<file path="src/rtl/circ_q_share_ctrl.sv">
// Arbitrates NUM_REQ producers onto one circ_q and sequences consumer reads,
// tracking each stored word's source in a shadow tag FIFO and supporting a flush/drain.
module circ_q_share_ctrl #(
    parameter int NUM_REQ = 4,
    parameter int ID_W    = 2,
    parameter int DEPTH   = 2,
    parameter int WORD_SZ = 32
) (
    input  logic                       clk,
    input  logic                       rst,
    input  logic [NUM_REQ-1:0]         req,
    input  logic [NUM_REQ*WORD_SZ-1:0] req_data,
    output logic [NUM_REQ-1:0]         gnt,
    input  logic                       pop_req,
    output logic                       pop_valid,
    output logic [WORD_SZ-1:0]         pop_data,
    output logic [ID_W-1:0]            pop_src,
    input  logic                       flush,
    output logic                       flush_done,
    output logic                       q_wr,
    output logic                       q_rd,
    output logic [WORD_SZ-1:0]         q_data_in,
    input  logic [WORD_SZ-1:0]         q_data_out,
    input  logic                       q_full,
    input  logic                       q_empty,
    output logic                       err
);

    localparam int RR_W  = (NUM_REQ > 1) ? $clog2(NUM_REQ) : 1;
    localparam int PTR_W = (DEPTH > 1) ? $clog2(DEPTH) : 1;
    localparam int CNT_W = $clog2(DEPTH + 1);

    localparam logic [CNT_W-1:0] DEPTH_C  = CNT_W'(DEPTH);
    localparam logic [RR_W-1:0]  RR_LAST  = RR_W'(NUM_REQ - 1);
    localparam logic [PTR_W-1:0] PTR_LAST = PTR_W'(DEPTH - 1);

    typedef enum logic [1:0] {ST_RUN, ST_DRAIN, ST_DONE} state_t;

    state_t             state_reg, state_next;
    logic [CNT_W-1:0]   count_reg, count_next;
    logic [RR_W-1:0]    rr_ptr_reg, rr_ptr_next;
    logic [PTR_W-1:0]   tag_wr_ptr_reg, tag_rd_ptr_reg;
    logic [ID_W-1:0]    tag_mem [DEPTH];
    logic [ID_W-1:0]    pop_src_reg;
    logic               pop_valid_reg;
    logic               rd_out_reg;
    logic               wr_last_reg;
    logic               err_reg;

    logic [WORD_SZ-1:0] req_word [NUM_REQ];
    logic               grant_any;
    logic [RR_W-1:0]    grant_idx;
    logic [RR_W-1:0]    scan_idx;
    logic               wr_en;
    logic               rd_en;
    logic               flag_mismatch;

    generate
        for (genvar gi = 0; gi < NUM_REQ; gi++) begin : g_unpack
            assign req_word[gi] = req_data[gi*WORD_SZ +: WORD_SZ];
        end
    endgenerate

    function automatic logic [PTR_W-1:0] ptr_inc(input logic [PTR_W-1:0] p);
        return (p == PTR_LAST) ? '0 : p + 1'b1;
    endfunction

    // Round-robin scan: first requester at or after rr_ptr, wrapping at NUM_REQ.
    always_comb begin
        grant_any = 1'b0;
        grant_idx = '0;
        scan_idx  = '0;
        for (int k = 0; k < NUM_REQ; k++) begin
            scan_idx = RR_W'((int'(rr_ptr_reg) + k) % NUM_REQ);
            if (!grant_any && req[scan_idx]) begin
                grant_any = 1'b1;
                grant_idx = scan_idx;
            end
        end
    end

    // The local count is authoritative; queue flags only feed the consistency monitor.
    assign wr_en = rst && (state_reg == ST_RUN) && (count_reg < DEPTH_C) && grant_any;
    assign rd_en = rst && (count_reg != '0) && (pop_req || (state_reg == ST_DRAIN));

    assign gnt        = wr_en ? (NUM_REQ'(1) << grant_idx) : '0;
    assign q_wr       = wr_en;
    assign q_rd       = rd_en;
    assign q_data_in  = wr_en ? req_word[grant_idx] : '0;
    assign pop_valid  = rst && pop_valid_reg;
    assign pop_data   = pop_valid ? q_data_out : '0;
    assign pop_src    = rst ? pop_src_reg : '0;
    assign flush_done = rst && (state_reg == ST_DONE);
    assign err        = rst && err_reg;

    assign flag_mismatch = ((count_reg == DEPTH_C) != q_full) ||
                           ((count_reg == '0) != q_empty);

    always_comb begin
        count_next = count_reg;
        case ({wr_en, rd_en})
            2'b10:   count_next = count_reg + 1'b1;
            2'b01:   count_next = count_reg - 1'b1;
            default: count_next = count_reg;
        endcase
    end

    always_comb begin
        rr_ptr_next = rr_ptr_reg;
        if (wr_en) begin
            rr_ptr_next = (grant_idx == RR_LAST) ? '0 : grant_idx + 1'b1;
        end
    end

    // Drain finishes only once the last read's data has come back from the queue.
    always_comb begin
        state_next = state_reg;
        case (state_reg)
            ST_RUN:   if (flush) state_next = ST_DRAIN;
            ST_DRAIN: if ((count_reg == '0) && !rd_out_reg) state_next = ST_DONE;
            ST_DONE:  state_next = ST_RUN;
            default:  state_next = ST_RUN;
        endcase
    end

    always_ff @(posedge clk) begin
        if (wr_en) begin
            tag_mem[tag_wr_ptr_reg] <= ID_W'(grant_idx);
        end
    end

    always_ff @(posedge clk) begin
        if (!rst) begin
            state_reg      <= ST_RUN;
            count_reg      <= '0;
            rr_ptr_reg     <= '0;
            tag_wr_ptr_reg <= '0;
            tag_rd_ptr_reg <= '0;
            pop_src_reg    <= '0;
            pop_valid_reg  <= 1'b0;
            rd_out_reg     <= 1'b0;
            wr_last_reg    <= 1'b0;
            err_reg        <= 1'b0;
        end else begin
            state_reg     <= state_next;
            count_reg     <= count_next;
            rr_ptr_reg    <= rr_ptr_next;
            if (wr_en) begin
                tag_wr_ptr_reg <= ptr_inc(tag_wr_ptr_reg);
            end
            if (rd_en) begin
                tag_rd_ptr_reg <= ptr_inc(tag_rd_ptr_reg);
                pop_src_reg    <= tag_mem[tag_rd_ptr_reg];
            end
            pop_valid_reg <= rd_en && (state_reg == ST_RUN);
            rd_out_reg    <= rd_en;
            wr_last_reg   <= wr_en;
            // Combined read+write cycles leave the flags ambiguous, so only one-sided updates are judged.
            if ((wr_last_reg ^ rd_out_reg) && flag_mismatch) begin
                err_reg <= 1'b1;
            end
        end
    end

endmodule

</file>
<file path="config.mk">
export PLATFORM = sky130hd
export DESIGN_NAME = circ_q_share_ctrl
export DESIGN_NICKNAME = d
export VERILOG_FILES = /design/src/rtl/circ_q_share_ctrl.sv
export SDC_FILE = /design/constraint.sdc
export NUM_CORES = 1
export LEC_CHECK = 0
export ABC_AREA = 1
export BUFFER_PORTS_ARGS = -buffer_cell sky130_fd_sc_hd__buf_2
export CORE_ASPECT_RATIO = 0.8
export CORE_MARGIN = 1.5
export CORE_UTILIZATION = 30
export CTS_CLUSTER_SIZE = 10
export DETAILED_ROUTE_END_ITERATION = 12
export MAX_ROUTING_LAYER = met4
export PLACE_DENSITY_LB_ADDON = 0.1
export REMOVE_ABC_BUFFERS = 1
export SETUP_SLACK_MARGIN = 0.15
export SYNTH_ARGS = -nofsm -noshare
export SYNTH_HDL_FRONTEND = slang
export SYNTH_SLANG_ARGS = --single-unit
</file>
<file path="constraint.sdc">
create_clock -name clk -period 2.7 [get_ports clk]
set_clock_uncertainty 0.1 [all_clocks]
set_input_delay 0.405 -clock clk [delete_from_list [all_inputs] [get_ports clk]]
set_output_delay 0.405 -clock clk [all_outputs]
set_load 0.005 [all_outputs]
</file>
==> results of run 1 <==
==> report_power, final <==
| group | internal [W] | leakage [nW] | switching (W) |
|---|---|---|---|
| clock network | 0.000225 | 0.0442 | 0.000102 |
| registers | 0.000409 | 0.154 | 0.0000726 |
| logic | 0.00340 | 3.35 | 0.00405 |
| total | 0.00403 | 3.55 | 0.00423 |
==> placed cells by master (no fill, tap or decap), types with 6 or more instances in the layout <==
| cell | Yosys | routed |
|---|---|---|
| o21ai_0 | 9 | 7 |
| buf_6 | 8 | 10 |
| buf_12 | 0 | 8 |
| nand3_2 | 3 | 26 |
| nand2_2 | 5 | 18 |
| inv_2 | 4 | 6 |
| nand3_1 | 70 | 41 |
| nand2_4 | 0 | 12 |
| nand4_1 | 67 | 67 |
| nand2_1 | 109 | 83 |
| nor2_1 | 49 | 47 |
| buf_4 | 7 | 21 |
| nand3_4 | 0 | 6 |
| dfxtp_1 | 14 | 12 |
| buf_2 | 21 | 244 |
| a21oi_1 | 36 | 14 |
| clkbuf_16 | 0 | 9 |
| a21oi_2 | 0 | 22 |
| inv_1 | 186 | 181 |
==> stage by stage <==
step / utilization (%) / std cells / power, W / TNS [ns]
after floorplan: - / 575 / 0.00320 / -34.20
after global placement: 43.5 / 976 / 0.00494 / 0
after detailed placement: 43.5 / 976 / 0.00495 / 0
after CTS: 48.5 / 995 / 0.00664 / 0
after global routing: 54.4 / 1015 / 0.00888 / -2.69
final: 54.4 / 1015 / 0.00826 / -0.0274
==> what timing repair did <==
action | 4_1_cts | 5_1_grt
endpoints found under the hold margin | 0 | 0
setup endpoints to repair | 37 | 37
pin swaps | 11 | 35
resized for setup | 58 | 84
hold buffers | 0 | 0
setup buffers | 9 | 13
gates cloned | 6 | 7
==> cells by family (layout without fill, tap and decap cells) <==
| family | Yosys count | count (layout) | synth area share [%] |
|---|---|---|---|
| AOI/OAI and AO/OA | 49 | 49 | 8.03 |
| xor gates and xnor gates | 1 | 1 | 0.274 |
| adders and majority gates | 5 | 5 | 1.96 |
| buffers and inverters | 233 | 490 | 30.9 |
| DFF | 18 | 18 | 12.5 |
| and+or+nand+nor | 312 | 312 | 46.3 |
==> final timing paths <==
path                       from           end
setup / recovery  rr_ptr_reg[0]        gnt[1]
hold / removal            flush  state_reg[0]
setup reg to reg  rr_ptr_reg[0]  count_reg[1]
hold reg to reg         err_reg       err_reg
==> critical path, delay by kind of cell, from the launching register on <==
family                     cells  cell delay [ns]
buffers and inverters          4             0.50
and+or+nand+nor                8             0.93
DFF                            1             0.37
adders and majority gates      1             0.15
==> routing by layer <==
metal | GRT usage [%] | part of all wire (%) | vias to the layer above
li1 | - | - | 2431
met1 | 24.3 | 41 | 2199
met2 | 38.3 | 49 | 241
met3 | 3.35 | 7.7 | 14
met4 | 4.57 | 1.6 | 0
met5 | - | 0 | -
==> layout make-up <==
cell class,count,share of cell area [%]
sequential,18,7.26
multi-input combinational,367,39.9
tap,140,3.12
clock buffer,4,1.58
inverter,190,13.1
timing repair buffer,296,35.1
==> metrics, run 1 <==
largest net degree at the start of global routing=66; crit path max fanout=5; critical path launch point type=flip-flop; Final WS setup=-0.0155 ns; WP data required=2.19 ns; area post-placement=4490 sq um; dpl hpwl=8720 um; CTS Buffer Depth=2; worst-case reg-to-reg path depth=13; initial antenna violation count=0; Post-synth EDFFs=4; hold crit path type=in2reg; #FFs+latches synth=18; register area=408 sq um; DR iter-0 viols=271; cell mode on critical path=nand2_4; post-synth top area share=21.9%; H-tree levels=1; worst-skew pair later-pin latency=0.25 ns; Routed Antenna Nets=0; final setup fails=2; RD Place Congestion=0.893; share of post-route cells with drive strength above 1=45.9%; PD cells=1470 nW/um^2; number of flip-flops in the largest register=4; pre-CTS setup slack=0.192 ns; crit path cell chain=buf_8, nand2_4, nand2_4, nand2_2, nand2_4, nor2_4, nand4_1, nand2_4, buf_4, ha_1, inv_1, nor2_1, buf_2; nets@finish=1051; Core Rows=33; asr flop ratio synth=0%; Mapped Cells=618; Min Hold Slack=0.294 ns; Post-Syn Area=3190 sq um; failing checks=negative setup slack; status=finished with violations; Top FF cell, synth=dfxtp_1; via density per instance=4.81; Final Max Tran Viols=0; top cells by count, synth=inv_1 (186), nand2_1 (109), nand3_1 (70); setup slack, reg-to-reg=0.53 ns; CTS tree=done; synth top area cells=inv_1 (22%), nand4_1 (13%), nand2_1 (13%), nand3_1 (11%), dfxtp_1 (8.8%); Top Ports=245; RSZ-0062 raised after global routing=true; max_cap viols=0; Slew @ Worst Pin=0.824 ns; vias in the first global route=4142; drt total wl=13500 um; Seq/Total Area, Yosys=12.5%; leakage power=3.55 nW; minimum clock period=2.72 ns; Synth-to-Final Area Change=75.9%; crit end category=primary output; Yosys cell types=25; VDD IR max=0.663 mV; # port buffers=244; final hold violations=0; slowest stage delay, CP=0.37 ns; Ant. Diodes=0; clk slew on worst S/H paths=0.05 ns; Slowest-stage cell, CP=dfxtp_4; root buf cell=clkbuf_16; worst hold stages=2; critical setup path kind=reg2out; Initial Util=30.9%; period utilisation layout=101%; mean area per synthesized cell=5.17 sq um; post-synth top area cell=inv_1; core box area=10300 sq um; top-count cell post-synth=inv_1; global-route usage over all layers=20.9%; wire length per cell=13.3 um; Num CTS Buffers=3; Top reg by flops=tag_mem; DRC errors left=0; die height=95.3 um; WP data arrival=2.21 ns; Multi-input gate area=2240 sq um; global route overflow=0; routed vias=4885; DRT Pass-1 Iters=4; final instance area=5620 sq um; DIE AREA=11300 sq um; FMAX=368 MHz; first-pass GRT wire length=18900 um; Rel. slew slack=44.6%; yosys warns=0; # clock sinks=18; FILL cells=1010; Die X=118 um
Note: power is estimated with default switching activity, not from simulation.
==> inputs of run 2 (changes only) <==
Settings changed: CORE_AREA set to 2 2 94 96, CORE_ASPECT_RATIO 0.8 to not set, CORE_MARGIN 1.5 to not set, CORE_UTILIZATION 30 to not set, DIE_AREA set to 0 0 96 98.
==> run 2 against run 1 <==
Net effect: the run still ends with negative setup slack left; largest power group unchanged; sequential share of layout area is 0.21 points higher; sequential power is 2% higher; highest routed layer unchanged; critical endpoint is now q_data_in[14]; power is 2.1% lower.
==> metrics, run 2 (same netlist as run 1, synthesis figures left out) <==
global route overflow=0; worst-skew pair later-pin latency=0.25 ns; net switching power=0.00412 W; Core Rows=34; VDD IR max=0.833 mV; final hold violations=0; core box area=8470 sq um; Final Max Tran Viols=0; Ant. Diodes=0; minimum clock period=2.73 ns; dpl hpwl=8630 um; largest net degree at the start of global routing=43; met2 Use GR=43.8%; Min Hold Slack=0.269 ns; drt total wl=12800 um; # port buffers=244; CTS Buffer Depth=2; most common cell after layout, fill and taps aside=buf_2; root buf cell=clkbuf_8; DR iter-0 viols=207; hold crit path type=in2reg; share of post-route cells with drive strength above 1=44.9%; failing checks=negative setup slack; critical path launch point type=flip-flop; Rel. slew slack=46.7%; M3 GR Usage=1.39%; CTS tree=done; Num CTS Buffers=3; most frequent cells in the layout=buf_2 (244), inv_1 (182), nand2_1 (86); PD cells=1480 nW/um^2; Slew @ Worst Pin=0.792 ns; Final WS setup=-0.0342 ns; worst-case reg-to-reg path depth=14; slowest stage delay, CP=0.38 ns; final setup fails=15; WP data required=2.19 ns; Clock power frac=2.4%; FMAX=366 MHz; pre-CTS setup slack=0.150 ns; H-tree levels=1; crit-path leading delay family=simple AND/OR/NAND/NOR gates; routed vias=4829; Comb power frac=91.6%; Levels on crit path=15; RD Place Congestion=0.895; die height=98 um; wire length per cell=13.1 um; Top Ports=245; cell mode on critical path=nand2_2; worst hold stages=2; Buf/Inv on CP=5; RSZ-0062 raised after global routing=true; number of flip-flops in the largest register=4; period utilisation layout=101%; Int Power=0.00396 W; layer with the highest usage=met2; DIE AREA=9410 sq um; status=finished with violations; crit path cell chain=inv_4, nand2_1, nand2_4, nand2_2, nand2_2, nor2_4, buf_4, nand3_4, nand3_4, buf_12, buf_16, nand2_2, nand3_2, a21oi_2, buf_2; crit path max fanout=10; global-route usage over all layers=24.2%; sequential power share=6.1%; DRT Pass-1 Iters=5; Synth-to-Final Area Change=70.8%; DRC errors left=0; max_cap viols=0; first-pass GRT wire length=18200 um; # clock sinks=18; Slowest-stage cell, CP=dfxtp_4; Initial Util=37.7%; Routed Antenna Nets=0; via density per instance=4.95; met1 Resource Use GR=27.4%; initial antenna violation count=0; Sw Ratio=51.0%; vias in the first global route=4349; Top reg by flops=tag_mem; clk slew on worst S/H paths=0.07 ns; crit end category=primary output; critical setup path kind=reg2out; nets@finish=1043; leakage power=3.49 nW; WP data arrival=2.23 ns; Die X=96 um
==> run 2: cell count changes in the layout (fill, tap and decap cells not counted), sizes merged <==
cell	delta
inv	+2
buf	-5
clkbuf	-3
clkinv	-1
clkinvlp	-1
==> run 2: cell type report <==
type | instances | area [sq um]
Fill cell | 783 | 3010
Tap cell | 108 | 135
Multi-Input combinational cell | 367 | 2240
Timing Repair Buffer | 288 | 1900
Clock buffer | 4 | 45.0
Sequential cell | 18 | 408
Inverter | 190 | 731
==> run 2: metal layers <==
layer | wire, um | part of all wire [%] | vias to the layer above
met5 | 0 | 0 | -
met4 | 442 | 3.5 | 0
met3 | 869 | 6.8 | 40
met2 | 6560 | 51 | 235
met1 | 4880 | 38 | 2137
li1 | - | - | 2417
==> run 2: worst reg2reg max path: stages (launching register included) <==
cell and delay (ns):
dfxtp_4 0.38, inv_4 0.12, nand2_1 0.10, nand2_4 0.10, nand2_2 0.06, nand2_2 0.07, nor2_4 0.05, buf_4 0.14
nand3_4 0.10, buf_12 0.18, nand2_8 0.09, ha_1 0.36, nor2_1 0.15, and3_1 0.17, nor3_1 0.04
==> run 2: repair_timing <==
item	CTS	global route
resized for setup	34	110
cloned	6	4
setup buffers	5	12
setup endpoints to repair	36	37
hold buffers	0	0
hold endpoints to repair	0	0
pin swaps	6	37
==> run 2: worst paths after layout <==
kind,start,to,slack [ns]
worst max-delay path,rr_ptr_reg[1],q_data_in[14],-0.03
worst min register to register,err_reg,err_reg,0.35
worst max register to register,rr_ptr_reg[1],count_reg[1],0.37
worst min-delay path,flush,state_reg[0],0.27
==> run 2: power groups by stage <==
stage               clock, W  sequential (W)  combinational [W]
detailed placement         0        0.000466            0.00446
global placement           0        0.000464            0.00441
finish              0.000191        0.000490            0.00740
global route        0.000206        0.000503            0.00802
floorplan                  0        0.000462            0.00273
CTS                 0.000197        0.000465            0.00578
==> run 2: through the flow <==
step	instances	area, sq um	power (W)	TNS [ns]	util [%]
after global routing	975	5460	0.00873	-4.17	64.5
after global placement	944	4450	0.00488	0	52.6
after CTS	959	4850	0.00644	0	57.2
after detailed placement	944	4450	0.00493	0	52.6
final	975	5460	0.00808	-0.240	64.5
after floorplan	575	2920	0.00320	-34.20	-
